### src/rtl/vid_pkg.sv
// rtl/vid_pkg.sv - shared types and word layout for the raster-to-stream converter
package vid_pkg;

  typedef enum logic [1:0] {
    S_SYNC   = 2'd0,
    S_ARMED  = 2'd1,
    S_ACTIVE = 2'd2
  } state_t;

  // FIFO word is {sof, eol, rgb}; tag bit positions are relative to the top of rgb
  localparam int TAG_W   = 2;
  localparam int SOF_BIT = 1;
  localparam int EOL_BIT = 0;

  function automatic int word_width(input int pw);
    return 3 * pw + TAG_W;
  endfunction

endpackage

### src/rtl/vid_sync_fifo.sv
// rtl/vid_sync_fifo.sv - first-word-fall-through FIFO with occupancy count
module vid_sync_fifo #(
  parameter int WIDTH = 26,
  parameter int DEPTH = 16
) (
  input  logic                     i_clk,
  input  logic                     i_rst,
  input  logic                     i_push,
  input  logic [WIDTH-1:0]         i_wr_data,
  input  logic                     i_pop,
  output logic [WIDTH-1:0]         o_rd_data,
  output logic                     o_full,
  output logic                     o_empty,
  output logic [$clog2(DEPTH):0]   o_level
);

  localparam int AW = $clog2(DEPTH);

  logic [WIDTH-1:0] r_mem [DEPTH];
  logic [AW-1:0]    r_wr_ptr;
  logic [AW-1:0]    r_rd_ptr;
  logic [AW:0]      r_level;
  logic             w_pop;
  logic             w_push;

  assign o_full  = (r_level == (AW+1)'(DEPTH));
  assign o_empty = (r_level == '0);
  assign o_level = r_level;

  // A push into a full FIFO is still taken when the same cycle frees a slot
  assign w_pop  = i_pop & ~o_empty;
  assign w_push = i_push & (~o_full | w_pop);

  assign o_rd_data = o_empty ? '0 : r_mem[r_rd_ptr];

  always_ff @(posedge i_clk or posedge i_rst) begin
    if (i_rst) begin
      r_wr_ptr <= '0;
      r_rd_ptr <= '0;
      r_level  <= '0;
    end else begin
      if (w_push) r_wr_ptr <= r_wr_ptr + 1'b1;
      if (w_pop)  r_rd_ptr <= r_rd_ptr + 1'b1;
      r_level <= r_level + (AW+1)'(w_push) - (AW+1)'(w_pop);
    end
  end

  always_ff @(posedge i_clk) begin
    if (w_push) r_mem[r_wr_ptr] <= i_wr_data;
  end

endmodule

### src/rtl/vid_raster_to_stream.sv
// rtl/vid_raster_to_stream.sv - raster video to tagged pixel stream via FIFO
// Optional line-length checker enabled by VID_LINE_CHECK_EN.
module vid_raster_to_stream
  import vid_pkg::*;
#(
  parameter int PW         = 8,
`ifdef VID_LINE_CHECK_EN
  parameter int H_BITS     = 12,
`endif
  parameter int FIFO_DEPTH = 16
) (
  input  logic                          i_clk,
  input  logic                          i_rst,
  input  logic                          i_hs,
  input  logic                          i_vs,
  input  logic                          i_vld,
  input  logic [3*PW-1:0]               i_rgb,
  output logic [3*PW-1:0]               o_m_data,
  output logic                          o_m_sof,
  output logic                          o_m_eol,
  output logic                          o_m_valid,
  input  logic                          i_m_ready,
  output logic [$clog2(FIFO_DEPTH):0]   o_level,
  output logic                          o_ovf,
  input  logic                          i_ovf_clr,
  output logic                          o_hs_d
`ifdef VID_LINE_CHECK_EN
  ,
  input  logic [H_BITS-1:0]             i_exp_width,
  output logic                          o_line_err
`endif
);

  localparam int WW = word_width(PW);

  state_t             r_state;
  state_t             w_state_next;
  logic               r_vs_d;
  logic               r_hs_d;
  logic               r_hold_vld;
  logic               r_hold_sof;
  logic [3*PW-1:0]    r_hold_rgb;
  logic               r_ovf;
  logic               w_vs_rise;
  logic               w_accept;
  logic               w_push;
  logic               w_eol;
  logic               w_pop;
  logic               w_full;
  logic               w_empty;
  logic [WW-1:0]      w_wr_data;
  logic [WW-1:0]      w_rd_data;

  assign w_vs_rise = i_vs & ~r_vs_d;
  assign w_accept  = i_vld & (r_state != S_SYNC);
  assign w_push    = r_hold_vld;
  // Line end is only known one cycle later, when the next input is not a pixel
  assign w_eol     = ~i_vld | w_vs_rise;
  assign w_wr_data = {r_hold_sof, w_eol, r_hold_rgb};
  assign w_pop     = o_m_valid & i_m_ready;

  assign o_m_valid = ~w_empty;
  assign o_m_data  = w_rd_data[3*PW-1:0];
  assign o_m_sof   = w_rd_data[3*PW+SOF_BIT];
  assign o_m_eol   = w_rd_data[3*PW+EOL_BIT];
  assign o_ovf     = r_ovf;
  assign o_hs_d    = r_hs_d;

  always_comb begin
    w_state_next = r_state;
    case (r_state)
      S_SYNC:   if (w_vs_rise) w_state_next = S_ARMED;
      S_ARMED:  if (i_vld)     w_state_next = S_ACTIVE;
      S_ACTIVE: if (w_vs_rise) w_state_next = S_ARMED;
      default:                 w_state_next = S_SYNC;
    endcase
  end

  always_ff @(posedge i_clk or posedge i_rst) begin
    if (i_rst) begin
      r_state    <= S_SYNC;
      r_vs_d     <= 1'b0;
      r_hs_d     <= 1'b0;
      r_hold_vld <= 1'b0;
      r_hold_sof <= 1'b0;
      r_hold_rgb <= '0;
      r_ovf      <= 1'b0;
    end else begin
      r_state    <= w_state_next;
      r_vs_d     <= i_vs;
      r_hs_d     <= i_hs;
      r_hold_vld <= w_accept;
      if (w_accept) begin
        r_hold_rgb <= i_rgb;
        r_hold_sof <= (r_state == S_ARMED);
      end
      if (w_push & w_full & ~w_pop) r_ovf <= 1'b1;
      else if (i_ovf_clr)           r_ovf <= 1'b0;
    end
  end

  vid_sync_fifo #(
    .WIDTH (WW),
    .DEPTH (FIFO_DEPTH)
  ) u_fifo (
    .i_clk     (i_clk),
    .i_rst     (i_rst),
    .i_push    (w_push),
    .i_wr_data (w_wr_data),
    .i_pop     (w_pop),
    .o_rd_data (w_rd_data),
    .o_full    (w_full),
    .o_empty   (w_empty),
    .o_level   (o_level)
  );

`ifdef VID_LINE_CHECK_EN
  logic [H_BITS-1:0] r_pix_cnt;
  logic              r_line_err;

  assign o_line_err = r_line_err;

  always_ff @(posedge i_clk or posedge i_rst) begin
    if (i_rst) begin
      r_pix_cnt  <= '0;
      r_line_err <= 1'b0;
    end else if (w_push) begin
      if (w_eol) begin
        r_pix_cnt <= '0;
        if (({1'b0, r_pix_cnt} + 1'b1) != {1'b0, i_exp_width}) r_line_err <= 1'b1;
      end else if (r_pix_cnt != '1) begin
        r_pix_cnt <= r_pix_cnt + 1'b1;
      end
    end
  end
`endif

endmodule

### config.mk
export PLATFORM = sky130hd
export DESIGN_NAME = vid_raster_to_stream
export DESIGN_NICKNAME = d
export VERILOG_FILES = /design/src/rtl/vid_pkg.sv /design/src/rtl/vid_sync_fifo.sv /design/src/rtl/vid_raster_to_stream.sv
export SDC_FILE = /design/constraint.sdc
export NUM_CORES = 1
export LEC_CHECK = 0
export CELL_PAD_IN_SITES_DETAIL_PLACEMENT = 1
export CELL_PAD_IN_SITES_GLOBAL_PLACEMENT = 2
export CORE_ASPECT_RATIO = 1.75
export CORE_MARGIN = 4
export CORE_UTILIZATION = 25
export CTS_CLUSTER_SIZE = 40
export DETAILED_ROUTE_END_ITERATION = 7
export PLACE_DENSITY_LB_ADDON = 0.1
export RECOVER_POWER = 25
export SETUP_SLACK_MARGIN = 0.5
export SYNTH_ARGS = -nofsm -noshare
export SYNTH_HDL_FRONTEND = slang
export SYNTH_SLANG_ARGS = --single-unit
### constraint.sdc
create_clock -name i_clk -period 4.93 [get_ports i_clk]
set_input_delay 0.493 -clock i_clk [delete_from_list [all_inputs] [get_ports i_clk]]
set_output_delay 0.493 -clock i_clk [all_outputs]
set_load 0.05 [all_outputs]
Yosys cells after proc, flatten, opt, wreduce, memory -nomap -nowiden
Memory sizes are Yosys's and may differ from the RTL's.
Index checks and enable logic that the tools add are counted.
{"block": "classes", "shift": 0, "bitwise": 14, "n_eq_ne": 5, "n_reduce_logical": 6, "multipliers": 0, "mux": 8, "n_addsub": 4, "order_cmp": 0, "div": 0}
{"operator": "$mux 26", "count": 1}
{"operator": "$add 4x1->4 const B", "count": 2}
{"operator": "$and 1x1->1", "count": 7}
{"operator": "$add 5x1->5", "count": 1}
{"operator": "$eq 5x5->1 const B", "count": 1}
{"operator": "$logic_not 5->1", "count": 1}
{"operator": "$not 1->1", "count": 5}
{"operator": "$sub 5x1->5", "count": 1}
{"operator": "$mux 1", "count": 4}
{"operator": "$mux 2", "count": 2}
{"operator": "$pmux 2 s2", "count": 1}
{"operator": "$reduce_bool 2->1", "count": 2}
{"operator": "$eq 2x1->1 const B", "count": 1}
{"operator": "$eq 2x2->1 const B", "count": 1}
{"operator": "$logic_not 2->1", "count": 1}
{"operator": "$ne 2x1->1 const B", "count": 1}
{"operator": "$ne 2x2->1 const B", "count": 1}
{"operator": "$or 1x1->1", "count": 2}
{"operator": "$reduce_and 2->1", "count": 1}
{"operator": "$reduce_or 2->1", "count": 1}
{"block": "word_totals", "in_bits": 31, "ram_bits": 416, "mem_count": 1, "register_bits": 44, "latch_bits": 0, "rom_bits": 0, "out_inout_bits": 34}
{"name": "u_fifo.r_mem", "depth": 16, "width": 26, "read_ports": 1, "rd_clocked_by_memory_dff": 0, "wr": 1, "line": "vid_sync_fifo.sv:19", "text": "logic [WIDTH-1:0] r_mem [DEPTH];"}

Depth between registers and ports, before layout
Gate-level depths: netlist (run 1).
{"block": "logic_depth", "depth_word": 8, "mapped_depth": 13, "depth_no_buf": 12}

Modules after synthesis
Synthesis (run 1) repeated with hierarchy kept, for this count alone.
{"block": "hier_totals", "cells_unflattened": 827, "hier_area_um2": 18177.4}
{"mod": "vid_sync_fifo", "cells_each": 753, "seq_area_each_um2": 12817.3, "instances": 1, "area_each_um2": 16938.7}
{"mod": "vid_raster_to_stream", "cells_each": 74, "seq_area_each_um2": 775.7, "instances": 1, "area_each_um2": 1238.7}

Worst setup path before layout (run 1)
Ideal clock, no wire load.
{"block": "synth_timing", "kind": "reg-to-reg", "start": "register u_fifo.r_level[2] (netlist: u_fifo.o_level[2])", "end": "memory u_fifo.r_mem[0][0] (enable)", "arrival_ps": 3363, "path_buffers": 1, "stages_incl_launch_ff": 7, "required_ps": 4488, "setup_time_ps": 442, "slack_ps": 1125, "path_cell_list": "dfrtp_1 -> inv_1 -> ha_1 -> or3b_1 -> clkbuf_1 -> o211ai_1 -> nor3_1"}
{"block": "synth_between", "elab_chain_len": 8, "elab_cells_between_ends": 10}
{"item": "from (decl)", "line": "vid_sync_fifo.sv:22", "text": "logic [AW:0] r_level;"}
{"item": "from (signal assigned)", "line": "vid_sync_fifo.sv:44", "text": "r_level <= r_level + (AW+1)'(w_push) - (AW+1)'(w_pop);"}
{"item": "$logic_not 5->1", "line": "vid_sync_fifo.sv:27", "text": "assign o_empty = (r_level == '0);"}
{"item": "$not 1->1", "line": "vid_sync_fifo.sv:31, vid_raster_to_stream.sv:62"}
{"item": "$and 1x1->1", "line": "vid_raster_to_stream.sv:60", "text": "assign w_pop = o_m_valid & i_m_ready;"}
{"item": "$and 1x1->1", "line": "vid_sync_fifo.sv:31", "text": "assign w_pop = i_pop & ~o_empty;"}
{"item": "$or 1x1->1 *", "line": "vid_sync_fifo.sv:32", "text": "assign w_push = i_push & (~o_full | w_pop);"}
{"item": "$and 1x1->1 *", "line": "vid_sync_fifo.sv:32"}
{"item": "$mux 1 *", "line": "vid_sync_fifo.sv:49", "text": "if (w_push) r_mem[r_wr_ptr] <= i_wr_data;"}
{"item": "$mux 1 (implied by the code) *", "line": "vid_sync_fifo.sv:49"}
{"item": "to (decl)", "line": "vid_sync_fifo.sv:19"}
Every way passes the cells marked *; elsewhere a longest branch is shown, timed or not.

Final worst setup path (run 1)
{"block": "layout_timing", "start": "register u_fifo.r_level[2] (netlist: u_fifo.o_level[2])", "end": "output port o_m_data[23]"}
{"block": "layout_between", "elab_chain_len": 2}
{"item": "$logic_not 5->1", "line": "vid_sync_fifo.sv:27"}
{"item": "$mux 26", "line": "vid_sync_fifo.sv:34", "text": "assign o_rd_data = o_empty ? '0 : r_mem[r_rd_ptr];"}
{"item": "to (decl)", "line": "vid_raster_to_stream.sv:18", "text": "output logic [3*PW-1:0] o_m_data,"}
No other way between the ends.

==> results of run 1 <==
==> state kept, by name, indices dropped and copies added, names as in the netlist, 2 cells and up <==
signal	flops
u_fifo.r_wr_ptr	4
u_fifo.r_rd_ptr	4
r_hold_rgb	24
u_fifo.o_level	5
u_fifo.r_mem	416
r_state	2
==> timing repair <==
action | in CTS | in global routing
cloned | 1 | 0
setup buffers | 0 | 0
setup endpoints to repair | 20 | 4
gates resized for setup | 1 | 0
hold endpoints to repair | 0 | 0
==> power groups by stage <==
| stage | clock network, mW | registers, mW | logic [mW] |
|---|---|---|---|
| floorplan | 0 | 5.41 | 3.34 |
| global placement | 0 | 5.79 | 4.54 |
| detailed placement | 0 | 5.82 | 4.54 |
| CTS | 3.66 | 5.74 | 4.58 |
| global route | 3.81 | 5.82 | 4.73 |
| finish | 3.51 | 5.70 | 4.40 |
==> worst min path at each step <==
| stage | from | end | slack (ns) |
|---|---|---|---|
| after floorplan | r_state[1]$_DFFE_PP0P_ | r_hold_sof$_DFFE_PP0P_ | 0.45 |
| after global placement | o_ovf$_DFFE_PP0P_ | o_ovf$_DFFE_PP0P_ | 0.52 |
| after global routing | i_hs | o_hs_d$_DFF_PP0_ | 0.43 |
| final | i_hs | o_hs_d$_DFF_PP0_ | 0.46 |
| after detailed placement | o_ovf$_DFFE_PP0P_ | o_ovf$_DFFE_PP0P_ | 0.53 |
| after CTS | i_hs | o_hs_d$_DFF_PP0_ | 0.30 |
==> metal layers <==
metal | share of wire | GRT usage | routed length, microns | up-vias
met4 | 0.021 | 0.0325 | 1020 | 0
met3 | 0.027 | 0.0200 | 1340 | 53
li1 | - | - | - | 3594
met5 | 0 | 0 | 0 | -
met2 | 0.57 | 0.249 | 27700 | 120
met1 | 0.39 | 0.146 | 18900 | 4528
==> stage by stage <==
stage | util | cell area [sq um] | setup slack (ns) | hold WS, ns | power (mW)
2_1_floorplan | - | 18100 | 1.13 | 0.455 | 8.76
3_3_place_gp | 0.278 | 20000 | 1.08 | 0.522 | 10.3
3_5_place_dp | 0.278 | 20000 | 1.04 | 0.526 | 10.4
4_1_cts | 0.298 | 21500 | 0.465 | 0.302 | 14.0
5_1_grt | 0.298 | 21500 | 0.464 | 0.433 | 14.3
6_report | 0.298 | 21500 | 0.640 | 0.465 | 13.6
==> cell usage after synthesis, drive strengths merged (5+ instances only) <==
library cell | count | area, sq um
mux2i | 26 | 260
nand3 | 29 | 208
mux4 | 104 | 2340
nand2b | 6 | 45.0
o221ai | 26 | 359
buf | 38 | 364
xnor2 | 7 | 61.3
edfxtp | 416 | 12500
dfrtp | 44 | 1100
clkbuf | 6 | 22.5
o211ai | 5 | 42.5
nor2 | 12 | 45.0
ha | 11 | 138
inv | 41 | 154
mux2 | 26 | 293
==> final cells by class <==
cell class	instances	area, sq um	share of cell area
multi-input combinational	281	4120	0.192
clock inverter	16	123	0.00572
clock buffer	71	1360	0.0633
timing repair buffer	96	935	0.0436
inverter	41	154	0.00717
sequential	460	13600	0.634
tap	924	1160	0.0539
==> logic make-up after synthesis <==
family / synth area share
compound gates: 0.0260
flops: 0.750
simple gates: 0.0206
buf+inv: 0.0298
mux: 0.160
xor+xnor: 0.00483
fa+ha+maj: 0.00870
==> impl_metrics.toml, run 1 <==
[run_status]
status = "finished clean"

[synth]
ys.flop_type = "edfxtp_1"
synth_area_per_cell_sq_um = 22.0
synth-edff-count = 416
ys_types = 41
synthArstFlopShare = 0.0957
synth_seq_cells = 460
syn_area_sq_mm = 0.0181
postSynthNetCount = 868
synthCells = 825
synth_warnings = 0
ys_seq_area_frac = 0.750

[power]
switching_share = 0.352
clock_power_share = 0.258
p_int_mw = 8.82
total_leakage_power_nw = 6.90
seq_power_share = 0.419
comb_power_share = 0.323
peakVddDrop_v = 0.000439
power_switching_mw = 4.79
power_density_mw_per_mm2 = 634

[sta]
skew_ns = 0.0172
rsz0062_at_grt = "yes"
setup_viol = 0
finalHoldViolations = 0
clock.fmax_ghz = 0.233
min_period_ns = 4.29
finalCritPeriodShare = 0.870
final.setup.tns_ns = 0
slew_violations = 0
relSlewSlack = 0.319
worstMarginPinSlew_ns = 1.02

[finish]
area_delta_synth_final_pct = 18.4
n_fill_cell = 7251
n_antenna_cell = 0
final_nets = 970
layout-drive-gt1-share = 0.291
fin_cells = 1889
final_cell_mix = "edfxtp_1 (416), mux4_2 (104), clkdlybuf4s50_1 (62), clkbuf_16 (49), dfrtp_1 (41)"
final_common_cell = "edfxtp_1"

[floorplanning]
start_util = 0.252
fp.dieW_microns = 212
core-area_sq_mm = 0.0719
ioPinCount = 65
dieHeight_microns = 364
core.rowCount = 130
dieArea_sq_mm = 0.0770

[setup_path]
r2r_slack_ns = 1.69
crit_required_ns = 4.44
critical_path.max_stage_delay_ns = 0.87
startpoint = "u_fifo.o_level[2]$_DFF_PP0_"
worstSetupPathType = "flop to output port"
crit_fanout = 33
endpoint_kind = "output port"
cp.arrival_ns = 3.80
worstSetupStartpointType = "flop"
r2r_end = "u_fifo.o_level[4]$_DFF_PP0_"
path_buf_inv = 3
rr_startpoint = "u_fifo.o_level[2]$_DFF_PP0_"
crit_chain = "inv_1 > ha_1 > or4b_4 > nand3_4 > buf_6 > o221ai_2 > clkdlybuf4s50_1"
endpoint = "o_m_data[23]"
reg2reg_depth = 12
critPathTopFamily = "buffers and inverters"
cp_num_cells = 7
slowest_stage = "clkdlybuf4s50_1"

[clock_tree]
clock_path_buffers = 3
numCtsBuffers = 47
ctsHoldBuffers = 0
cts.sinks = 460
root_buffer = "clkbuf_16"
h-tree-depth = 2
clk_latency_ns = 0.59
clk_pin_slew_ns = 0.06
cts_tree = "yes"

[placement]
gp_congestion = 0.664
dp_cells = 1801
place_hpwl_microns = 29100
io_buffers = 64

[global_routing]
grtUsageTotal = 0.129
grt_antenna_before_repair = 0
grt_pass1_vias = 9601
grt_pass1_wl_microns = 70700
grt_max_degree = 45
overflow = 0

[drt]
drt_first_pass_iters = 4
final_antenna_net_count = 0
first_iter_violations = 247
dr_total_vias = 8295
wl_microns = 49000
drc_errors = 0
wl_per_cell_microns = 25.9
via_per_inst = 4.39

[worst_hold_path]
min_path_cells = 1
min_path_type = "input port to flop"

[flow_run]
maxCapViolations = 0
Note: power is estimated with default switching activity, not from simulation.
==> run 2, diff against run 1 <==
--- a/config.mk
+++ b/config.mk
@@ -12,7 +12,7 @@
 export CORE_UTILIZATION = 25
 export CTS_CLUSTER_SIZE = 40
 export DETAILED_ROUTE_END_ITERATION = 7
-export PLACE_DENSITY_LB_ADDON = 0.1
+export PLACE_DENSITY_LB_ADDON = 0.12
 export RECOVER_POWER = 25
 export SETUP_SLACK_MARGIN = 0.5
 export SYNTH_ARGS = -nofsm -noshare
==> run 2 against run 1 <==
Net effect:
- critical path depth unchanged
- worst hold slack worse by 0.092 ns
- core utilization barely moved
- via count increased by 0.60%
- sequential power about the same
- count of clock-buffer cells in the layout down 3
- largest cell class unchanged
==> impl_metrics.toml, run 2 (synthesis gave the netlist of run 1 again) <==
[run_status]
status = "finished clean"

[clock_tree]
h-tree-depth = 2
root_buffer = "clkbuf_16"
cts_tree = "yes"
cts_setup_buffers = 0
clk_latency_ns = 0.57
clk_pin_slew_ns = 0.06
numCtsBuffers = 47
cts.sinks = 460
clock_path_buffers = 3
post_cts_resize_count = 0

[drt]
final_antenna_net_count = 0
dr_total_vias = 8345
wl_per_cell_microns = 25.6
drt_first_pass_iters = 4
via_per_inst = 4.41
first_iter_violations = 469
drc_errors = 0
wl_microns = 48500

[setup_path]
worstSetupStartpointType = "flop"
endpoint_kind = "output port"
worstSetupPathType = "flop to output port"
cp.arrival_ns = 3.85
crit_required_ns = 4.44
crit_fanout = 32
rr_startpoint = "u_fifo.o_level[2]$_DFF_PP0_"
startpoint = "u_fifo.o_level[2]$_DFF_PP0_"

[sta]
skew_ns = 0.00801
slew_violations = 0
final.setup.tns_ns = 0
finalHoldViolations = 0
worstMarginPinSlew_ns = 0.946
relSlewSlack = 0.370
rsz0062_at_grt = "yes"
setup_viol = 0
timing.hold.ws_ns = 0.372
finalCritPeriodShare = 0.882
clock.fmax_ghz = 0.230
setup_ws_ns = 0.582
min_period_ns = 4.35

[global_routing]
grtUsageTotal = 0.126
grt_max_degree = 43
grt_pass1_wl_microns = 69900
grt_antenna_before_repair = 0
grt_pass1_vias = 9545
overflow = 0

[power]
switching_share = 0.351
seq_power_share = 0.422
comb_power_share = 0.320
power_density_mw_per_mm2 = 633
power_switching_mw = 4.76
clock_power_share = 0.259
p_int_mw = 8.81
total_leakage_power_nw = 6.92
peakVddDrop_v = 0.000270

[floorplanning]
fp.dieW_microns = 212
start_util = 0.252
ioPinCount = 65
dieArea_sq_mm = 0.0770
dieHeight_microns = 364
core.rowCount = 130
core-area_sq_mm = 0.0719

[finish]
layout-drive-gt1-share = 0.298
fin_cells = 1891
largest_register_ff_count = 416
regMostFlops = "u_fifo.r_mem"
n_antenna_cell = 0
final_cell_mix = "edfxtp_1 (416), mux4_2 (104), clkdlybuf4s50_1 (62), clkbuf_16 (49), dfrtp_1 (41)"
area_delta_synth_final_pct = 18.3
final_nets = 973
final_common_cell = "edfxtp_1"

[placement]
pre_cts_ws_ns = 1.10
io_buffers = 64
gp_congestion = 0.658
place_hpwl_microns = 27700
dp_cells = 1804

[flow_run]
maxCapViolations = 0

[worst_hold_path]
min_path_type = "input port to asynchronous set/reset pin"
-- run 2: cell count changes in the layout (fill, tap and decap cells not counted) --
cell / delta
buf_4: +7
clkbuf_1: -4
buf_12: -3
clkinv_2: +3
buf_6: -1
clkbuf_8: +1
clkinv_1: -1
clkinv_4: +1
clkinvlp_4: -1
-- run 2: what timing repair did --
item | in CTS | in global routing
pin swaps | 0 | 0
gates cloned | 0 | 1
hold buffers | 0 | 0
endpoints found under the setup margin | 1 | 6
-- run 2: per-layer routing --
| metal | global-route usage | share of wire | vias to the layer above | routed length [microns] |
|---|---|---|---|---|
| met1 | 0.152 | 0.40 | 4549 | 19400 |
| met5 | 0 | 0 | - | 0 |
| met3 | 0.0176 | 0.032 | 55 | 1570 |
| met4 | 0.0332 | 0.020 | 0 | 961 |
| met2 | 0.233 | 0.55 | 149 | 26500 |
| li1 | - | - | 3592 | - |
-- run 2: through the flow --
step	cell area, sq um	power, mW	utilization
3_5_place_dp	19900	10.3	0.277
4_1_cts	21400	13.9	0.298
5_1_grt	21400	14.3	0.298
6_report	21400	13.6	0.298
2_1_floorplan	18100	8.76	-
3_3_place_gp	19900	10.3	0.277
-- run 2: power by group through the flow --
stage | registers (mW) | clock network, mW | logic (mW)
after floorplan | 5.41 | 0 | 3.34
after global placement | 5.81 | 0 | 4.48
after detailed placement | 5.84 | 0 | 4.47
after CTS | 5.76 | 3.65 | 4.49
after global routing | 5.84 | 3.81 | 4.67
final | 5.72 | 3.51 | 4.34
-- run 2: layout make-up --
| type | instances | area (sq um) |
|---|---|---|
| fillers | 7266 | 50400 |
| flip-flops and latches | 460 | 13600 |
| multi-input cells | 281 | 4120 |
| clock buffers | 68 | 1360 |
| well taps | 924 | 1160 |
| repair buffers | 99 | 916 |
| inverters | 41 | 154 |
| clock inverters | 18 | 135 |
-- run 2: path summary, 6_finish.rpt --
kind | endpoint | slack (ns) | cells after the start
worst max-delay path | o_m_data[22] | 0.58 | 7
max in group asynchronous | u_fifo.r_rd_ptr[0]$_DFFE_PP0P_ | 3.63 | 3
worst max register to register | u_fifo.o_level[4]$_DFF_PP0_ | 1.62 | 13
min in group i_clk | o_hs_d$_DFF_PP0_ | 0.48 | 1
worst min register to register | o_ovf$_DFFE_PP0P_ | 0.55 | 2
worst min-delay path | o_ovf$_DFFE_PP0P_ | 0.37 | 2
-- run 2: worst max-delay path, stage by stage (launching register included) --
cell,delay (ns)
dfrtp_1,0.38
inv_1,0.08
ha_1,0.20
or4b_4,0.22
buf_4,0.49
nand2b_2,0.61
o221ai_2,0.40
clkdlybuf4s50_1,0.87
